### src/rtl/uart_pkg.sv
// Shared UART definitions: framing width and the launch FSM state encoding.
package uart_pkg;

  localparam int unsigned BITS_PER_FRAME = 8;

  typedef enum logic [1:0] {
    QIdle,
    QLaunch,
    QWaitBusy,
    QWaitDone
  } q_state_e;

endpackage

### src/rtl/uart_sync_fifo.sv
// Byte FIFO with push/pop/flush; occupancy tracked by an explicit counter.
module uart_sync_fifo
  import uart_pkg::*;
#(
  parameter int unsigned DEPTH_LOG2 = 4
) (
  input  logic                      clk,
  input  logic                      rst,
  input  logic                      push,
  input  logic [BITS_PER_FRAME-1:0] push_data,
  input  logic                      pop,
  input  logic                      flush,
  output logic [BITS_PER_FRAME-1:0] head_data,
  output logic                      full,
  output logic                      empty,
  output logic [DEPTH_LOG2:0]       count,
  output logic                      overflow
);

  localparam int unsigned DEPTH = 2 ** DEPTH_LOG2;
  localparam logic [DEPTH_LOG2:0] FULL_COUNT = {1'b1, {DEPTH_LOG2{1'b0}}};

  logic [BITS_PER_FRAME-1:0] mem_q [DEPTH];
  logic [DEPTH_LOG2-1:0]     head_q, head_d;
  logic [DEPTH_LOG2-1:0]     tail_q, tail_d;
  logic [DEPTH_LOG2:0]       count_q, count_d;
  logic                      overflow_q, overflow_d;
  logic                      push_ok, pop_ok;

  // Flush dominates both push and pop; a push against a full queue is dropped.
  assign push_ok = push & ~full & ~flush;
  assign pop_ok  = pop & ~empty & ~flush;

  // Next-state for pointers, occupancy and the overflow pulse.
  always_comb begin
    head_d     = head_q;
    tail_d     = tail_q;
    count_d    = count_q;
    overflow_d = push & full & ~flush;
    if (flush) begin
      head_d  = tail_q;
      count_d = '0;
    end else begin
      if (push_ok) tail_d = tail_q + 1'b1;
      if (pop_ok)  head_d = head_q + 1'b1;
      case ({push_ok, pop_ok})
        2'b10:   count_d = count_q + 1'b1;
        2'b01:   count_d = count_q - 1'b1;
        default: count_d = count_q;
      endcase
    end
  end

  // Control state with synchronous active-low reset.
  always_ff @(posedge clk) begin
    if (!rst) begin
      head_q     <= '0;
      tail_q     <= '0;
      count_q    <= '0;
      overflow_q <= 1'b0;
    end else begin
      head_q     <= head_d;
      tail_q     <= tail_d;
      count_q    <= count_d;
      overflow_q <= overflow_d;
    end
  end

  // Storage is intentionally not reset.
  always_ff @(posedge clk) begin
    if (push_ok) mem_q[tail_q] <= push_data;
  end

  assign head_data = mem_q[head_q];
  assign count     = count_q;
  assign full      = (count_q == FULL_COUNT);
  assign empty     = (count_q == '0);
  assign overflow  = overflow_q;

endmodule

### src/rtl/uart_tx_queue.sv
// Transmit queue: buffers bytes and launches them one per UART busy period.
module uart_tx_queue
  import uart_pkg::*;
#(
  parameter int unsigned DEPTH_LOG2 = 4
) (
  input  logic                      clk,
  input  logic                      rst,
  input  logic                      wr_en,
  input  logic [BITS_PER_FRAME-1:0] wr_data,
  input  logic                      flush,
  output logic                      full,
  output logic                      empty,
  output logic [DEPTH_LOG2:0]       count,
  output logic                      overflow,
  output logic                      uart_transmit,
  output logic [BITS_PER_FRAME-1:0] uart_tx_byte,
  input  logic                      uart_busy
);

  q_state_e                  state_q, state_d;
  logic [BITS_PER_FRAME-1:0] tx_byte_q;
  logic [BITS_PER_FRAME-1:0] head_data;
  logic                      launch;

  // Leaving idle pops the head on the same edge; a concurrent flush cancels it.
  assign launch = (state_q == QIdle) & ~empty & ~uart_busy & ~flush;

  uart_sync_fifo #(
    .DEPTH_LOG2 (DEPTH_LOG2)
  ) u_fifo (
    .clk       (clk),
    .rst       (rst),
    .push      (wr_en),
    .push_data (wr_data),
    .pop       (launch),
    .flush     (flush),
    .head_data (head_data),
    .full      (full),
    .empty     (empty),
    .count     (count),
    .overflow  (overflow)
  );

  // State register.
  always_ff @(posedge clk) begin
    if (!rst) state_q <= QIdle;
    else      state_q <= state_d;
  end

  // Next-state: wait for busy to rise and then fall before the next launch.
  always_comb begin
    state_d = state_q;
    unique case (state_q)
      QIdle:     if (launch) state_d = QLaunch;
      QLaunch:   state_d = QWaitBusy;
      QWaitBusy: if (uart_busy) state_d = QWaitDone;
      QWaitDone: if (!uart_busy) state_d = QIdle;
      default:   state_d = QIdle;
    endcase
  end

  // Launched byte is held until the next launch.
  always_ff @(posedge clk) begin
    if (!rst)        tx_byte_q <= '0;
    else if (launch) tx_byte_q <= head_data;
  end

  // Outputs.
  always_comb begin
    uart_transmit = (state_q == QLaunch);
    uart_tx_byte  = tx_byte_q;
  end

endmodule

### config.mk
export PLATFORM = sky130hd
export DESIGN_NAME = uart_tx_queue
export DESIGN_NICKNAME = d
export VERILOG_FILES = /design/src/rtl/uart_pkg.sv /design/src/rtl/uart_sync_fifo.sv /design/src/rtl/uart_tx_queue.sv
export SDC_FILE = /design/constraint.sdc
export NUM_CORES = 1
export LEC_CHECK = 0
export BUFFER_PORTS_ARGS = -buffer_cell sky130_fd_sc_hd__buf_2
export CAP_MARGIN = 30
export CORE_MARGIN = 3
export CORE_UTILIZATION = 35
export CTS_BUF_LIST = sky130_fd_sc_hd__clkbuf_4
export CTS_CLUSTER_DIAMETER = 150
export DETAILED_ROUTE_END_ITERATION = 10
export PLACE_DENSITY = 0.46
export SETUP_SLACK_MARGIN = 0.02
export SYNTH_ARGS = -nofsm -noshare
export SYNTH_HDL_FRONTEND = slang
export SYNTH_SLANG_ARGS = --single-unit
### constraint.sdc
create_clock -name clk -period 4.8 [get_ports clk]
set_input_delay 0 -clock clk [delete_from_list [all_inputs] [get_ports clk]]
set_output_delay 0 -clock clk [all_outputs]
set_load 0.05 [all_outputs]
; ---- Word level (Yosys, flattened, before mapping)
; Memories as Yosys holds them, arrays and structs flattened. A register that Yosys moved wholly into a read port is not among the register bits.
; Cells that the tools add are included.
[totals]
ff_bits = 16
latch_bits = 0
mem_bits_rw = 128
romBits = 0
in_bits = 13
output_inout_bits = 17
word_cells = 50
memories = 1
[op_classes]
n_addsub = 4
multipliers = 0
div = 0
order_cmp = 0
eq_ne = 9
n_shift = 0
mux = 9
n_bitwise = 14
n_reduce_logical = 8
[mem_list]
columns = memory, words, width, read_ports, rd_clocked_by_memory_dff, write_ports, line
row1 = u_fifo.mem_q, 16, 8, 1, 1, 1, uart_sync_fifo.sv:23  ; logic [BITS_PER_FRAME-1:0] mem_q [DEPTH];
[ops]
columns = cell, n
row1 = $pmux 5 s2, 1
row2 = $and 1x1->1, 9
row3 = $add 4x1->4 const B, 2
row4 = $mux 4, 2
row5 = $pmux 2 s4, 1
row6 = $eq 2x2->1 const B, 3
row7 = $mux 2, 3
row8 = $add 5x1->5 const B, 1
row9 = $eq 5x5->1 const B, 1
row10 = $logic_not 5->1, 1
row11 = $not 1->1, 5
row12 = $sub 5x1->5 const B, 1
row13 = $eq 2x1->1 const B, 2
row14 = $ne 2x2->1 const B, 2
row15 = $reduce_bool 2->1, 2
row16 = $reduce_and 3->1, 1
row17 = $logic_not 2->1, 1
row18 = $mux 1, 2
row19 = $ne 2x1->1 const B, 1
row20 = $reduce_and 2->1, 1
row21 = $reduce_or 2->1, 1
row22 = $logic_not 1->1, 1

; ---- Logic depth before layout (Yosys ltp)
; Gate-level depths: netlist of run 1.
[depth]
depth_word = 9
depth_mapped = 12
depth_no_buf = 11

; ---- By module
; Synthesis of run 1 repeated with hierarchy kept, for this count alone.
[hier_totals]
hier_cells = 375
hier_area_um2 = 6347.3
[modules_own_cells]
columns = mod, n_inst, cells_per_inst, area_each_um2, seq_area_each_um2
row1 = uart_sync_fifo, 1, 323, 5833.1, 4204.0
row2 = uart_tx_queue, 1, 52, 514.2, 200.2

; ---- Least setup slack after synthesis of run 1
; No wires, ideal clock.
[synth_timing]
path_kind = register to register
start = register u_fifo.count_q[0], in the netlist u_fifo.count[0]
end = register u_fifo.count_q[4], in the netlist u_fifo.count[4]
setup_time_ns = 0.072
arrival_ns = 3.072
t_required_ns = 4.728
setup_slack_ns = 1.656
path_stages_with_launch = 12
n_path_buf = 2
synth_period_minus_slack_ns = 3.144
path_cell_list = dfxtp_1 -> or4_1 -> buf_2 -> o21ai_4 -> inv_4 -> buf_2 -> ha_1 -> fa_1 -> a21o_1 -> a21oi_1 -> mux2i_1 -> mux2i_1
[synth_via]
elab_chain_len = 9
elab_cells_between_ends = 17
cone_classes = add/sub: 2 / eq/ne: 3 / mux: 1 / bitwise: 9 / reduce/logical: 2
[synth_lines]
columns = item, line
row1 = "start, declared", uart_sync_fifo.sv:26  ; logic [DEPTH_LOG2:0] count_q, count_d;
row2 = "start signal, assigned", uart_sync_fifo.sv:64  ; count_q <= count_d;
row3 = $logic_not 5->1, uart_sync_fifo.sv:77  ; assign empty = (count_q == '0);
row4 = $not 1->1, "uart_sync_fifo.sv:32, uart_tx_queue.sv:27"
row5 = $and 1x1->1 (3 in a row), uart_tx_queue.sv:27  ; assign launch = (state_q == QIdle) & ~empty & ~uart_busy & ~flush;
row6 = $and 1x1->1 (2 in a row), uart_sync_fifo.sv:32  ; assign pop_ok = pop & ~empty & ~flush;
row7 = $eq 2x1->1 or $eq 2x2->1 (tied branches), uart_sync_fifo.sv:46  ; case ({push_ok, pop_ok})
row8 = $pmux 5 s2 or $reduce_bool 2->1 (tied branches), --
; Several ways; a longest one is shown, not always the timed one.
; A chain may end at the register's enable or synchronous reset.

; ---- Worst setup path in the final report of run 1
; Same ends and word-level chain as after synthesis.

==> impl_results.md, run 1 <==
* Residual DRC at 0
* Area Overhead vs Synth at 12.5%
* Utilization after layout at about two fifths
* Top post-synthesis cells by count: 128 x edfxtp_1, 69 x mux2i_1, 25 x nor2_1, 25 x o22ai_1, 24 x dfxtp_1
* Routed Antenna Nets at 0
* Status: finished clean
* Worst-Margin Slew at 0.966 ns
* Skew final at 0.0129 ns
* Total GRT Usage at between 10% and 20%
* GRT overflow at 0
* Max-slew headroom at 35.6%
* Core box area at 17,400 µm²
* CP Max Fanout at 14
* RSZ-0062 raised after global routing: no
* Max Freq at between 300 and 400 MHz
* Pre-antenna DRT Iters at 4
* Most area-consuming cells after synthesis: edfxtp_1 61%, mux2i_1 11%, dfxtp_1 7.7%, ha_1 2.8%, o22ai_1 2.5%
* Min-delay worst type: in2reg
* Share of cells above drive strength 1 at 14.7%
* Min cycle time layout at 3.17 ns
* Yosys reg bits at 152
* Syn_nets at 454
* Number of global-route vias before repair at 3,628
* Pre-CTS setup slack at 1.60 ns
* Final #Nets at around 500
* Placed inst area at roughly 6600 µm²
* Post-synth EDFFs at 128
* Starting Density at about 36%
* Netlist cell types at 41
* Fin crit share at 66.1%
* Final number of setup-violating endpoints at 0
* Fraction of registers with async set/reset at 0%
* # rows at 48
* Mapped Avg Cell Area at 14.7 µm²
* Initial DRC Count at 303
* Clock sinks at between 150 and 200
* Post-Layout Inst Area at roughly 7100 µm²
* R2R depth at 9
* Post-synth top flop: edfxtp_1
* First-pass GRT wire length at 22,100 µm
* Chip Width at 140 µm
* CTS tree: built
* Post-DP HPWL at 9450 µm
* Max Slew Vio Count at 0
* Initial antenna violation count at 1
* I/O pin cnt at 30
* GPL Wtd Cong at 0.763
* Max rail drop VDD at 0.135 mV
* Die ar. at 19,600 µm²
* DR vias/cell at between 5 and 6
* CTS H-tree depth at 4
* Max-cap violations at 0
* Mapped Area at 6270 µm²
* Arr. time, crit path at 3.66 ns
* Final setup margin at approximately 1.6 ns
* Largest net degree at the start of global routing at 54
* Crit end category: flip-flop
* Count leader, synth: edfxtp_1
* Port bufs at 29
* WL per Instance at 20.4 µm
* CTS Root Buffer Type: clkbuf_4
* Post-CTS sizing at 0
* Hold Crit Depth at 3
* Leakage power at 2.34 nW
* WS Path Type: reg2reg
* Final hold slack at between 0.3 and 0.4 ns
* Clock Tree Buf Depth at 2
* Post-Route WL at 14,400 µm
* Sequential area share after synthesis at 69.0%
* PwrDens at 348 nW/µm²
* Clk Latency, worst-skew pair at 0.54 ns
* Final hold vios at 0
* CP required at 5.28 ns
* Total CTS buffers at 17
* Yosys top cell area share at roughly three fifths
* Yosys warns at 0
* Vias at between 3,000 and 4,000
* Clk pin slew, worst setup/hold paths at 0.12 ns
* Die Ht at 140 µm
* Cell taking the most area after synthesis: edfxtp_1
* Sum Neg Setup Slack at 0 ns
* Startpoint Class: flip-flop
* Mapped Cells at ~430
[per-layer routing]
layer | global-route usage, % | part of all wire [%] | vias up
met5 | 0 | 0 | -
met4 | 4.69 | 1.2 | 0
met3 | 4.19 | 4.5 | 10
met2 | 23.8 | 47 | 76
met1 | 21.1 | 47 | 1837
li1 | - | - | 1734
[final timing paths]
kind | startpoint | slack, ns | endpoint
min reg2reg | u_fifo.count[3]$_SDFFE_PP0P_ | 0.55 | u_fifo.count[3]$_SDFFE_PP0P_
min | rst | 0.36 | state_q[1]$_SDFFE_PN0P_
max | u_fifo.count[0]$_SDFFE_PP0P_ | 1.63 | u_fifo.count[4]$_SDFFE_PP0P_
max reg2reg | u_fifo.count[0]$_SDFFE_PP0P_ | 1.63 | u_fifo.count[4]$_SDFFE_PP0P_
[cell type report]
class / instances / area (µm²)
repair buffers: 47 / 313
clock buffers: 20 / 150
flip-flops and latches: 152 / 4330
multi-input cells: 242 / 1810
well taps: 225 / 282
clock inverters: 12 / 129
fillers: 1642 / 10400
inverters: 9 / 36.3
diodes: 1 / 2.50
[through the flow]
| stage | cells | total power, W |
|---|---|---|
| after floorplan | 426 | 0.00163 |
| after global routing | 708 | 0.00256 |
| after detailed placement | 662 | 0.00170 |
| final | 708 | 0.00245 |
| after global placement | 662 | 0.00170 |
| after CTS | 707 | 0.00248 |
[registers in the layout, summed over array words and instances (netlist names)]
register,cells
u_fifo.tail_q,4
u_fifo.count,5
state_q,2
uart_tx_byte,8
u_fifo.head_q,4
u_fifo.mem_q,128
u_fifo.overflow,1
[report_power, final]
part	switching (W)	internal, W	total [W]	leakage [nW]
clock network	0.000453	0.000323	0.000776	0.140
registers	0.0000278	0.00144	0.00147	1.35
logic	0.000131	0.0000747	0.000206	0.854
[logic make-up (layout without fill, tap and decap cells)]
logic type,Yosys count,count (layout),share of synthesized area [%]
compound gates,79,79,8.08
xor+xnor,7,7,0.978
fa+ha+maj,15,15,3.11
buf+inv,32,88,2.13
flops,152,152,69.0
mux,69,69,11.0
other cells,0,1,0
simple gates,72,72,5.73
[critical path, stage by stage, from the launching register on]
cell     delay [ns]
dfxtp_1        0.39
or4_1          0.72
o21ai_4        0.36
inv_4          0.13
ha_1           0.29
fa_1           0.43
a21o_1         0.18
a21oi_1        0.16
mux2i_1        0.25
mux2i_1        0.19
[what timing repair did]
| item | CTS | global route |
|---|---|---|
| hold endpoints to repair | 152 | 0 |
| setup buffers | 0 | 0 |
| hold buffers | 13 | 0 |
[layout by cell type, fill, tap and decap left out, types with 5 or more instances in the layout]
master         count
o21ai_0           16
nand2b_1           5
o221ai_1           6
dfxtp_1           23
nor2_1            25
buf_2             29
nor3_1            13
a21oi_1           15
mux2i_1           69
dlygate4sd3_1     13
buf_4              5
clkbuf_4          20
inv_1              8
nand2_1            8
o22ai_1           25
ha_1              14
edfxtp_1         128
(Power assumes the default switching activity.)
==> inputs of run 2 (changes only) <==
==> constraint.sdc (replaced) <==
create_clock -name clk -period 3.06 [get_ports clk]
set_input_delay 0 -clock clk [delete_from_list [all_inputs] [get_ports clk]]
set_output_delay 0 -clock clk [all_outputs]
set_load 0.05 [all_outputs]
==> impl_results.md, run 2 (synthesis results as in run 1) <==
* Commonest non-fill, non-tap cell in the layout: edfxtp_1 (unchanged)
* Total GRT Usage at 15.2% (was 15.3%)
* WL per Instance at 19.9 µm (was 20.4 µm)
* First-pass GRT wire length at 22,000 µm (was 22,100 µm)
* Post-CTS Setup Inserts at 0 (unchanged)
* Crit end category: flip-flop (unchanged)
* CP required at 3.54 ns (was 5.28 ns)
* CTS Root Buffer Type: clkbuf_4 (unchanged)
* Clock power share at 33.9% (was 31.6%)
* Seq pwr share at 57.4% (was 60.0%)
* Crit-path slowest cell: or4_1 (unchanged)
* I/O pin cnt at 30 (unchanged)
* Sw Pwr at 0.000950 W (was 0.000612 W)
* Share of cells above drive strength 1 at 18.0% (was 14.7%)
* Starting Density at 36.0% (unchanged)
* Final Non-Filler Cells at 726 (was 708)
* CP Max Fanout at 14 (unchanged)
* Critical path depth at 9 (unchanged)
* Internal power at 0.00306 W (was 0.00184 W)
* GPL Wtd Cong at 0.739 (was 0.763)
* Max-slew headroom at 42.6% (was 35.6%)
* RSZ-0062 raised after global routing: no (unchanged)
* Min cycle time layout at 2.82 ns (was 3.17 ns)
* Chip Width at 140 µm (unchanged)
* GRT overflow at 0 (unchanged)
* R2R depth at 9 (unchanged)
* CP most frequent cell: mux2i_1 (unchanged)
* Core box area at 17,400 µm² (unchanged)
* CP bufs+invs at 1 (unchanged)
* Post-CTS sizing at 0 (unchanged)
* Post-Route WL at 14,500 µm (was 14,400 µm)
* Leakage power at 2.47 nW (was 2.34 nW)
* Routed Antenna Nets at 0 (unchanged)
* Final hold slack at 0.389 ns (was 0.363 ns)
* Setup crit start: u_fifo.count[0]$_SDFFE_PP0P_ (unchanged)
* WS Path Type: reg2reg (unchanged)
* Hold Crit Depth at 3 (unchanged)
* Most frequent cells in the layout: 128 x edfxtp_1, 69 x mux2i_1, 29 x buf_2, 25 x nor2_1, 25 x o22ai_1 (unchanged)
* Largest net degree at the start of global routing at 23 (was 54)
* Max Slew Vio Count at 0 (unchanged)
* Clk Latency, worst-skew pair at 0.54 ns (about the same)
* Number of global-route vias before repair at 3,720 (was 3,628)
* Post-DP HPWL at 9740 µm (was 9450 µm)
* Vias at 3,744 (was 3,657)
* Worst r2r src: u_fifo.count[0]$_SDFFE_PP0P_ (unchanged)
* # rows at 48 (unchanged)
* Clock Tree Buf Depth at 2 (unchanged)
* DR vias/cell at 5.16 (was 5.17)
* Placed cells at 678 (was 662)
* Initial antenna violation count at 1 (unchanged)
* Clk pin slew, worst setup/hold paths at 0.12 ns (about the same)
* Max rail drop VDD at 0.239 mV (was 0.135 mV)
* Area Overhead vs Synth at 15.6% (was 12.5%)
* Final hold vios at 0 (unchanged)
* Min-delay worst type: in2reg (unchanged)
* Worst path top cell family by delay: adder cells (was simple AND/OR/NAND/NOR gates)
* Min-delay src: rst (unchanged)
* Port bufs at 29 (unchanged)
* Max-cap violations at 0 (unchanged)
* Total CTS buffers at 17 (unchanged)
* Residual DRC at 0 (unchanged)
* Fin crit share at 92.2% (was 66.1%)
* Clock sinks at 152 (unchanged)
* Sw Ratio at 23.7% (was 24.9%)
* Initial DRC Count at 261 (was 303)
* Die Ht at 140 µm (unchanged)
* Part of the power in combinational logic at 8.7% (was 8.4%)
* Sum Neg Setup Slack at 0 ns (unchanged)
* Final #Nets at 515 (was 497)
* Die ar. at 19,600 µm² (unchanged)
* Final number of setup-violating endpoints at 0 (unchanged)
* Worst-Margin Slew at 0.858 ns (was 0.966 ns)
* Status: finished clean (unchanged)
* Startpoint Class: flip-flop (unchanged)
* Max stage delay on crit path at 0.60 ns (was 0.72 ns)
* Skew final at 0.0173 ns (was 0.0129 ns)
* Max Freq at 355 MHz (was 315 MHz)
* Largest register FFs at 128 (unchanged)
* Arr. time, crit path at 3.30 ns (was 3.66 ns)
* CTS H-tree depth at 4 (unchanged)
* CTS tree: built (unchanged)
* Critical-path cell list: or4_1 > o21ai_4 > inv_4 > ha_1 > fa_1 > a21o_1 > a21oi_1 > mux2i_1 > mux2i_1 (unchanged)
* Reg with most FFs: u_fifo.mem_q (unchanged)
* PwrDens at 552 nW/µm² (was 348 nW/µm²)
* Pre-antenna DRT Iters at 5 (was 4)
run 2: cell count changes in the layout (fill, tap and decap cells not counted), moves of 2 or more:
cell           change
dfxtp_2            +3
buf_4             +15
clkinvlp_4         -2
dlygate4sd3_1      +2
bufinv_16          +2
dfxtp_1            -3
run 2: metrics by stage:
stage                     setup WS (ns)  utilization (%)  power (W)  area, µm²
final                             0.240             41.6    0.00401       7250
after global placement            0.270             38.9    0.00267       6780
after floorplan                  0.0516                -    0.00256       6270
after detailed placement          0.253             38.9    0.00268       6780
after CTS                         0.228             41.6    0.00406       7250
after global routing             0.0684             41.6    0.00419       7250
run 2: final timing paths:
check | slack (ns) | end
worst max-delay path | 0.24 | u_fifo.count[4]$_SDFFE_PP0P_
worst min-delay path | 0.39 | u_fifo.head_q[0]$_SDFFE_PN0P_
worst max register to register | 0.24 | u_fifo.count[4]$_SDFFE_PP0P_
worst min register to register | 0.55 | u_fifo.count[2]$_SDFFE_PP0P_
run 2: cell type report:
cell class / instances / area, µm²
Clock buffer: 19 / 143
Timing Repair Buffer: 65 / 465
Multi-Input combinational cell: 242 / 1810
Antenna cell: 1 / 2.50
Clock inverter: 13 / 179
Sequential cell: 152 / 4330
Fill cell: 1657 / 10200
Tap cell: 225 / 282
Inverter: 9 / 36.3
run 2: repair_timing:
action / CTS / global route
endpoints found under the setup margin: 0 / 0
hold buffers: 15 / 0
hold endpoints to repair: 152 / 0
run 2: power groups by stage:
| stage | sequential, W | clock [W] | combinational [W] |
|---|---|---|---|
| after detailed placement | 0.00235 | 0 | 0.000336 |
| after CTS | 0.00230 | 0.00141 | 0.000353 |
| after floorplan | 0.00234 | 0 | 0.000218 |
| after global routing | 0.00230 | 0.00150 | 0.000378 |
| after global placement | 0.00234 | 0 | 0.000328 |
| final | 0.00230 | 0.00136 | 0.000348 |
run 2: worst register-to-register path: stages (launching register included):
cell and delay (ns):
dfxtp_2 0.38, or4_1 0.60, o21ai_4 0.19, inv_4 0.10
ha_1 0.29, fa_1 0.42, a21o_1 0.17, a21oi_1 0.17
mux2i_1 0.25, mux2i_1 0.19
run 2: per-layer routing:
metal  wire length, µm  GRT usage [%]  vias to the layer above
met3               754           3.75                       11
met5                 0              0                        -
met1              6850           21.5                     1866
li1                  -              -                     1782
met4               149           4.44                        0
met2              6720           23.3                       85
